==> src/rtl/cep_encoder_ser_pkg.sv <==
// ============================================================================
// cep_encoder_ser_pkg : CEP package layout, field records and channel indices
// Revision: 1.0
// ============================================================================
`default_nettype none

package cep_encoder_ser_pkg;

    localparam int CEP_WORD_W          = 64;
    localparam int CEP_NUM_WORDS       = 8;
    localparam int CEP_DATA_WIDTH      = CEP_WORD_W * CEP_NUM_WORDS;

    localparam int CEP_MSG_TYPE_W      = 8;
    localparam int CEP_MSHRID_W        = 8;
    localparam int CEP_DATA_SIZE_W     = 3;
    localparam int CEP_ADDR_W          = 40;
    localparam int CEP_CHIPID_W        = 14;
    localparam int CEP_MESI_W          = 2;
    localparam int CEP_SUBLINE_W       = 2;
    localparam int CEP_INT_ID_WIDTH    = 16;
    localparam int CEP_REQ_DATA_WORDS  = 5;
    localparam int CEP_RESP_DATA_WORDS = 7;

    // Absolute bit positions inside the encoded package
    localparam int CEP_IS_REQ          = 0;
    localparam int CEP_IS_RESP         = 1;
    localparam int CEP_IS_INT          = 2;
    localparam int CEP_MSG_TYPE        = 3;
    localparam int CEP_MSHRID          = 11;
    localparam int CEP_DATA_SIZE       = 19;
    localparam int CEP_CACHE_TYPE      = 22;
    localparam int CEP_MESI            = 19;
    localparam int CEP_SUBLINE_ID      = 21;
    localparam int CEP_LAST_SUBLINE    = 23;
    localparam int CEP_INT_ID          = 24;
    localparam int CEP_ADDR            = 64;
    localparam int CEP_SRC_CHIPID      = 104;
    localparam int CEP_REQ_DATA_WORD0  = 3;
    localparam int CEP_RESP_DATA_WORD0 = 1;

    typedef struct packed {
        logic [CEP_MSG_TYPE_W-1:0]                         msg_type;
        logic [CEP_MSHRID_W-1:0]                           mshrid;
        logic [CEP_DATA_SIZE_W-1:0]                        data_size;
        logic                                              cache_type;
        logic [CEP_ADDR_W-1:0]                             addr;
        logic [CEP_CHIPID_W-1:0]                           src_chipid;
        logic [CEP_REQ_DATA_WORDS-1:0][CEP_WORD_W-1:0]     data;
    } cep_req_t;

    typedef struct packed {
        logic [CEP_MSG_TYPE_W-1:0]                         msg_type;
        logic [CEP_MSHRID_W-1:0]                           mshrid;
        logic [CEP_MESI_W-1:0]                             mesi;
        logic [CEP_SUBLINE_W-1:0]                          subline_id;
        logic                                              last_subline;
        logic [CEP_RESP_DATA_WORDS-1:0][CEP_WORD_W-1:0]    data;
    } cep_resp_t;

    localparam int CEP_REQ_FIELDS_W  = $bits(cep_req_t);
    localparam int CEP_RESP_FIELDS_W = $bits(cep_resp_t);
    localparam int CEP_MUX_W_RQ      = (CEP_REQ_FIELDS_W > CEP_RESP_FIELDS_W) ?
                                       CEP_REQ_FIELDS_W : CEP_RESP_FIELDS_W;
    localparam int CEP_MUX_W         = (CEP_MUX_W_RQ > CEP_INT_ID_WIDTH) ?
                                       CEP_MUX_W_RQ : CEP_INT_ID_WIDTH;

    typedef enum logic [1:0] {
        CH_RESP = 2'd0,
        CH_REQ  = 2'd1,
        CH_INT  = 2'd2
    } cep_ch_e;

    typedef enum logic {
        S_IDLE = 1'b0,
        S_SEND = 1'b1
    } state_e;

    // Channel k steps after c in the cyclic order resp -> req -> int
    function automatic cep_ch_e ch_add(cep_ch_e c, int unsigned k);
        int unsigned s;
        s = (int'(c) + k) % 3;
        return cep_ch_e'(s[1:0]);
    endfunction

endpackage

`default_nettype wire

==> src/rtl/cep_encoder_ser_encoder.sv <==
// ============================================================================
// cep_encoder : combinational packing of one channel's fields into a package
// Revision: 1.0
// ============================================================================
`default_nettype none

module cep_encoder
    import cep_encoder_ser_pkg::*;
(
    input  cep_ch_e                    ch,
    input  logic [CEP_MUX_W-1:0]       fields,
    output logic [CEP_DATA_WIDTH-1:0]  pkg_data
);

    cep_req_t                     req;
    cep_resp_t                    resp;
    logic [CEP_INT_ID_WIDTH-1:0]  iid;

    assign req  = cep_req_t'(fields[CEP_REQ_FIELDS_W-1:0]);
    assign resp = cep_resp_t'(fields[CEP_RESP_FIELDS_W-1:0]);
    assign iid  = fields[CEP_INT_ID_WIDTH-1:0];

    always_comb begin
        pkg_data = '0;
        case (ch)
            CH_REQ: begin
                pkg_data[CEP_IS_REQ]                             = 1'b1;
                pkg_data[CEP_MSG_TYPE   +: CEP_MSG_TYPE_W]       = req.msg_type;
                pkg_data[CEP_MSHRID     +: CEP_MSHRID_W]         = req.mshrid;
                pkg_data[CEP_DATA_SIZE  +: CEP_DATA_SIZE_W]      = req.data_size;
                pkg_data[CEP_CACHE_TYPE]                         = req.cache_type;
                pkg_data[CEP_ADDR       +: CEP_ADDR_W]           = req.addr;
                pkg_data[CEP_SRC_CHIPID +: CEP_CHIPID_W]         = req.src_chipid;
                for (int i = 0; i < CEP_REQ_DATA_WORDS; i++) begin
                    pkg_data[(CEP_REQ_DATA_WORD0 + i) * CEP_WORD_W +: CEP_WORD_W] = req.data[i];
                end
            end
            CH_RESP: begin
                pkg_data[CEP_IS_RESP]                            = 1'b1;
                pkg_data[CEP_MSG_TYPE   +: CEP_MSG_TYPE_W]       = resp.msg_type;
                pkg_data[CEP_MSHRID     +: CEP_MSHRID_W]         = resp.mshrid;
                pkg_data[CEP_MESI       +: CEP_MESI_W]           = resp.mesi;
                pkg_data[CEP_SUBLINE_ID +: CEP_SUBLINE_W]        = resp.subline_id;
                pkg_data[CEP_LAST_SUBLINE]                       = resp.last_subline;
                for (int i = 0; i < CEP_RESP_DATA_WORDS; i++) begin
                    pkg_data[(CEP_RESP_DATA_WORD0 + i) * CEP_WORD_W +: CEP_WORD_W] = resp.data[i];
                end
            end
            CH_INT: begin
                pkg_data[CEP_IS_INT]                             = 1'b1;
                pkg_data[CEP_INT_ID     +: CEP_INT_ID_WIDTH]     = iid;
            end
            default: ;
        endcase
    end

endmodule

`default_nettype wire

==> src/rtl/cep_encoder_ser.sv <==
// ============================================================================
// cep_encoder_ser : arbitrates req/resp/int, encodes one CEP package and
// serialises it as FLIT_WIDTH flits. Define CEP_ENCODER_SER_RR_EN for RR grant.
// Revision: 1.0
// ============================================================================
`default_nettype none

module cep_encoder_ser
    import cep_encoder_ser_pkg::*;
#(
    parameter int FLIT_WIDTH = 64
) (
    input  logic                          clk,
    input  logic                          rst,
    input  logic                          req_val,
    output logic                          req_rdy,
    input  logic [CEP_REQ_FIELDS_W-1:0]   req_fields,
    input  logic                          resp_val,
    output logic                          resp_rdy,
    input  logic [CEP_RESP_FIELDS_W-1:0]  resp_fields,
    input  logic                          int_val,
    output logic                          int_rdy,
    input  logic [CEP_INT_ID_WIDTH-1:0]   int_id,
    output logic                          out_val,
    input  logic                          out_rdy,
    output logic [FLIT_WIDTH-1:0]         out_data,
    output logic                          out_last
);

    localparam int NUM_FLITS = (CEP_DATA_WIDTH + FLIT_WIDTH - 1) / FLIT_WIDTH;
    localparam int CNT_W     = (NUM_FLITS > 1) ? $clog2(NUM_FLITS) : 1;
    localparam int PKT_W     = NUM_FLITS * FLIT_WIDTH;
    localparam logic [CNT_W-1:0] CNT_LAST = CNT_W'(NUM_FLITS - 1);

    state_e                       state;
    state_e                       state_nxt;
    logic [CNT_W-1:0]             cnt;
    logic [PKT_W-1:0]             pkt;
    logic [2:0]                   val_vec;
    cep_ch_e                      c0;
    cep_ch_e                      c1;
    cep_ch_e                      c2;
    logic                         grant_any;
    cep_ch_e                      grant_ch;
    logic                         accept;
    logic                         cnt_last;
    logic [CEP_MUX_W-1:0]         mux_fields;
    logic [CEP_DATA_WIDTH-1:0]    enc_pkg;

    assign val_vec = {int_val, req_val, resp_val};

`ifdef CEP_ENCODER_SER_RR_EN
    cep_ch_e ptr;

    assign c0 = ptr;
    assign c1 = ch_add(ptr, 1);
    assign c2 = ch_add(ptr, 2);

    always_ff @(posedge clk or posedge rst) begin
        if (rst) begin
            ptr <= CH_RESP;
        end else if (accept) begin
            ptr <= ch_add(grant_ch, 1);
        end
    end
`else
    assign c0 = CH_RESP;
    assign c1 = CH_REQ;
    assign c2 = CH_INT;
`endif

    // c0..c2 is the search order; first valid channel wins
    always_comb begin
        grant_any = 1'b1;
        grant_ch  = c0;
        if (val_vec[c0]) begin
            grant_ch = c0;
        end else if (val_vec[c1]) begin
            grant_ch = c1;
        end else if (val_vec[c2]) begin
            grant_ch = c2;
        end else begin
            grant_any = 1'b0;
        end
    end

    assign accept   = (state == S_IDLE) && grant_any;
    assign resp_rdy = accept && (grant_ch == CH_RESP);
    assign req_rdy  = accept && (grant_ch == CH_REQ);
    assign int_rdy  = accept && (grant_ch == CH_INT);

    always_comb begin
        mux_fields = '0;
        case (grant_ch)
            CH_REQ:  mux_fields = CEP_MUX_W'(req_fields);
            CH_RESP: mux_fields = CEP_MUX_W'(resp_fields);
            CH_INT:  mux_fields = CEP_MUX_W'(int_id);
            default: ;
        endcase
    end

    cep_encoder u_cep_encoder (
        .ch       (grant_ch),
        .fields   (mux_fields),
        .pkg_data (enc_pkg)
    );

    assign cnt_last = (cnt == CNT_LAST);

    always_ff @(posedge clk or posedge rst) begin
        if (rst) begin
            state <= S_IDLE;
            cnt   <= '0;
            pkt   <= '0;
        end else begin
            state <= state_nxt;
            if (accept) begin
                pkt <= PKT_W'(enc_pkg);
                cnt <= '0;
            end else if (out_val && out_rdy && !cnt_last) begin
                cnt <= cnt + 1'b1;
            end
        end
    end

    always_comb begin
        state_nxt = state;
        out_val   = 1'b0;
        out_last  = 1'b0;
        out_data  = '0;
        case (state)
            S_IDLE: begin
                if (grant_any) begin
                    state_nxt = S_SEND;
                end
            end
            S_SEND: begin
                out_val  = 1'b1;
                out_last = cnt_last;
                out_data = pkt[cnt * FLIT_WIDTH +: FLIT_WIDTH];
                if (out_rdy && cnt_last) begin
                    state_nxt = S_IDLE;
                end
            end
            default: state_nxt = S_IDLE;
        endcase
    end

endmodule

`default_nettype wire
==> config.mk <==
export PLATFORM = sky130hd
export DESIGN_NAME = cep_encoder_ser
export DESIGN_NICKNAME = d
export VERILOG_FILES = /design/src/rtl/cep_encoder_ser_pkg.sv /design/src/rtl/cep_encoder_ser_encoder.sv /design/src/rtl/cep_encoder_ser.sv
export SDC_FILE = /design/constraint.sdc
export NUM_CORES = 1
export LEC_CHECK = 0
export CORE_AREA = 2 2 376 378
export DETAILED_ROUTE_END_ITERATION = 10
export DIE_AREA = 0 0 378 380
export GPL_TIMING_DRIVEN = 0
export SLEW_MARGIN = 20
export SYNTH_ARGS = -nofsm -noshare
export SYNTH_HDL_FRONTEND = slang
export SYNTH_SLANG_ARGS = --single-unit
==> constraint.sdc <==
create_clock -name clk -period 22.6 [get_ports clk]
set_input_delay 3.39 -clock clk [delete_from_list [all_inputs] [get_ports clk]]
set_output_delay 3.39 -clock clk [all_outputs]
set_load 0.1 [all_outputs]
==> impl_metrics.tcl <==
set metrics [dict create \
    status "completed" \
    cts.htree.levels 2 \
    placed_cells 5473 \
    synth_edf_count 0 \
    cp-startpoint "resp_val" \
    cap_viol_max_count 0 \
    synthFlopType "dfrtp_1" \
    synth_nets 3518 \
    rows 137 \
    path_max_fanout 10 \
    start_kind "primary input" \
    path_clk_slew_ns 0.06 \
    hold_buffers 0 \
    vias_per_cell 4.93 \
    async_reset_ff_share_pct 100 \
    synth_common_cells "nand2_1 (627), dfrtp_1 (492), a22o_1 (389)" \
    syn_to_final_growth_pct 54.9 \
    critPathMaxStageDelay_ns 1.25 \
    slew_headroom_pct 17.6 \
    synthCells 2631 \
    synth_top_area_share_pct 46.8 \
    rr_startpoint "state$_DFF_PP0_" \
    grtUsageTotal_pct 25.1 \
    vias 27700 \
    r2r_cells 7 \
    synth_area_leaders "dfrtp_1 (47%), a22o_1 (13%), nand2_1 (8.9%)" \
    clock_latency_ns 0.68 \
    grt_pass1_wl_um 244000 \
    critical_path.top_delay_family "buffers and inverters" \
    critPathKind "in2out" \
    tightest_slew_ns 1.24 \
    die_h_um 380 \
    crit_required_ns 19.21 \
    fp.coreArea_um2 139000 \
    p_comb_share_pct 55.7 \
    clock_path_buffers 3 \
    seqPwrFrac_pct 26.2 \
    synth_seq_cells 492 \
    cp-end-kind "output port" \
    clock_power_share_pct 18.1 \
    hp-class "reg2reg" \
    place_area_um2 38600 \
    fin_crit_ns 11.21 \
    cp_cell_sequence "clkdlybuf4s50_1, buf_2, nor2b_1, buf_2, buf_2, buf_2, clkdlybuf4s50_1" \
    drtAntennaViolNets 0 \
    crit_slowest_cell "clkdlybuf4s50_1" \
    wl_per_cell_um 33.3 \
    start_util_pct 18.9 \
    grt_start_max_net_pins 90 \
    irDropWorstVdd_mv 0.122 \
    drive_above_1_share_pct 11.2 \
    synth_area_um2 26300 \
    yosysWarningCount 0 \
    cp.depth 7 \
    ys_seq_area_share_pct 46.8 \
    gp_congestion 0.947 \
    drc_errors 0 \
    yosysTopAreaCell "dfrtp_1" \
    io_buffers 953 \
    ios 954 \
    p_sw_share_pct 48.2 \
    crit_buf_inv 6 \
    dr.first_iter.drc_count 2674 \
    rrSetupSlack_ns 19.65 \
    cts_tree "done" \
    clkSinkCount 492 \
    cpMostUsedCell "buf_2" \
    slew_violations 0 \
    stdcell_count 5613 \
    rsz0062_at_grt "no" \
    setup_viol 0 \
    first_pass_iters 5 \
    cp-endpoint "resp_rdy" \
    die_area_um2 144000 \
    wl_um 187000 \
    p_leak_nw 17.1 \
    r2r_end "pkt[79]$_DFFE_PP0P_" \
    setup_tns_ns 0 \
    die_w_um 378 \
    finalHoldViolCount 0 \
    cts_resized 0 \
    synth.most_common_cell "nand2_1" \
    fin_area_um2 40800 \
    syn_area_per_cell_um2 10.0 \
    post_cts_buffers 0 \
    clock-skew-final_ns 0.0501 \
    fin_crit_sh_pct 49.6 \
    post-dp-hpwl_um 152000 \
    overflow 0 \
    power_density_nw_per_um2 146 \
    internal_power_w 0.00309 \
    grt_antenna_before_repair 61 \
    synth.distinct_cells 36 \
    clock-root-buffer "clkbuf_16" \
    fmax_mhz 89.2 \
    crit_arrival_ns 7.82 \
    cts_buffers 60 \
    grt_pass1_vias 27900 \
    nets 4546 \
    p_sw_w 0.00288 \
]
## metal layers
layer  part of all wire (%)  track usage (%)  vias up
met3                    7.3             5.24      333
met4                    4.2             10.1        8
li1                       -                -    11800
met5                  0.024                0        -
met2                     48             41.9     1487
met1                     41             31.5    14000
## per-stage QoR
| step | worst slack (ns) | total power, W | hold slack, ns | util [%] |
|---|---|---|---|---|
| floorplan | 5.48 | 0.00358 | 0.445 | - |
| global placement | -1.54 | 0.00484 | 0.482 | 27.5 |
| detailed placement | 11.33 | 0.00489 | 0.485 | 27.7 |
| CTS | 11.32 | 0.00599 | 0.503 | 29.3 |
| global route | 11.32 | 0.00619 | 0.513 | 29.3 |
| finish | 11.39 | 0.00597 | 0.503 | 29.3 |
## kinds of logic (layout without fill, tap and decap cells)
logic type	count (synthesis)	after routing	synth area share (%)
and+or+nand+nor	776	776	12.0
xor gates and xnor gates	1	1	0.0333
other	0	30	0
AOI/OAI and AO/OA	901	901	24.7
muxes	170	170	11.5
DFF	492	492	46.8
adders and majority gates	2	2	0.0950
buffers and inverters	289	1365	4.94
## sequential cells by signal, summed over array words and instances, names as in the netlist
| name | count |
|---|---|
| pkt | 488 |
| cnt | 3 |
| state | 1 |
## worst min-delay path by stage
stage,start,cells past startpoint,endpoint
finish,pkt[307]$_DFFE_PP0P_,1,pkt[307]$_DFFE_PP0P_
global placement,pkt[102]$_DFFE_PP0P_,2,pkt[102]$_DFFE_PP0P_
detailed placement,pkt[255]$_DFFE_PP0P_,1,pkt[255]$_DFFE_PP0P_
global route,pkt[248]$_DFFE_PP0P_,1,pkt[248]$_DFFE_PP0P_
CTS,pkt[255]$_DFFE_PP0P_,1,pkt[255]$_DFFE_PP0P_
floorplan,pkt[0]$_DFFE_PP0P_,1,pkt[0]$_DFFE_PP0P_
## final cells by class
cell class / instances / area (µm²)
clock inverter: 33 / 452
buffer: 284 / 1290
fill: 14600 / 98400
timing repair buffer: 966 / 9860
multi-input combinational: 1850 / 12700
antenna: 30 / 75.1
clock buffer: 77 / 1710
tap: 1876 / 2350
inverter: 5 / 26.3
sequential: 492 / 12300
## power by group through the flow
stage	sequential (W)	combinational (W)	clock (W)
final	0.00156	0.00333	0.00108
after global routing	0.00159	0.00347	0.00113
after CTS	0.00155	0.00335	0.00110
after detailed placement	0.00156	0.00333	0
after global placement	0.00156	0.00329	0
after floorplan	0.00144	0.00214	0
## placed cells by master (no fill, tap or decap), drive strengths merged
cell type        n
nand2          627
a31oi            1
xor2             1
a21o             3
o221ai          14
clkinvlp         4
mux2i           42
mux4           104
and3            56
nor2b            3
diode           30
buf            177
a22o           389
o21bai           1
nor3             1
or4b             7
bufinv          10
and2             2
a22oi           26
mux2            24
clkdlybuf4s50  950
o21ai          378
a221oi          23
nor2            69
ha               2
o21ba            1
clkbuf         200
or2              1
inv              7
dfrtp          492
nand2b           7
nand3b           3
clkinv          17
o2bb2ai          8
a32oi            1
a221o           56
Note: power is estimated with default switching activity, not from simulation.
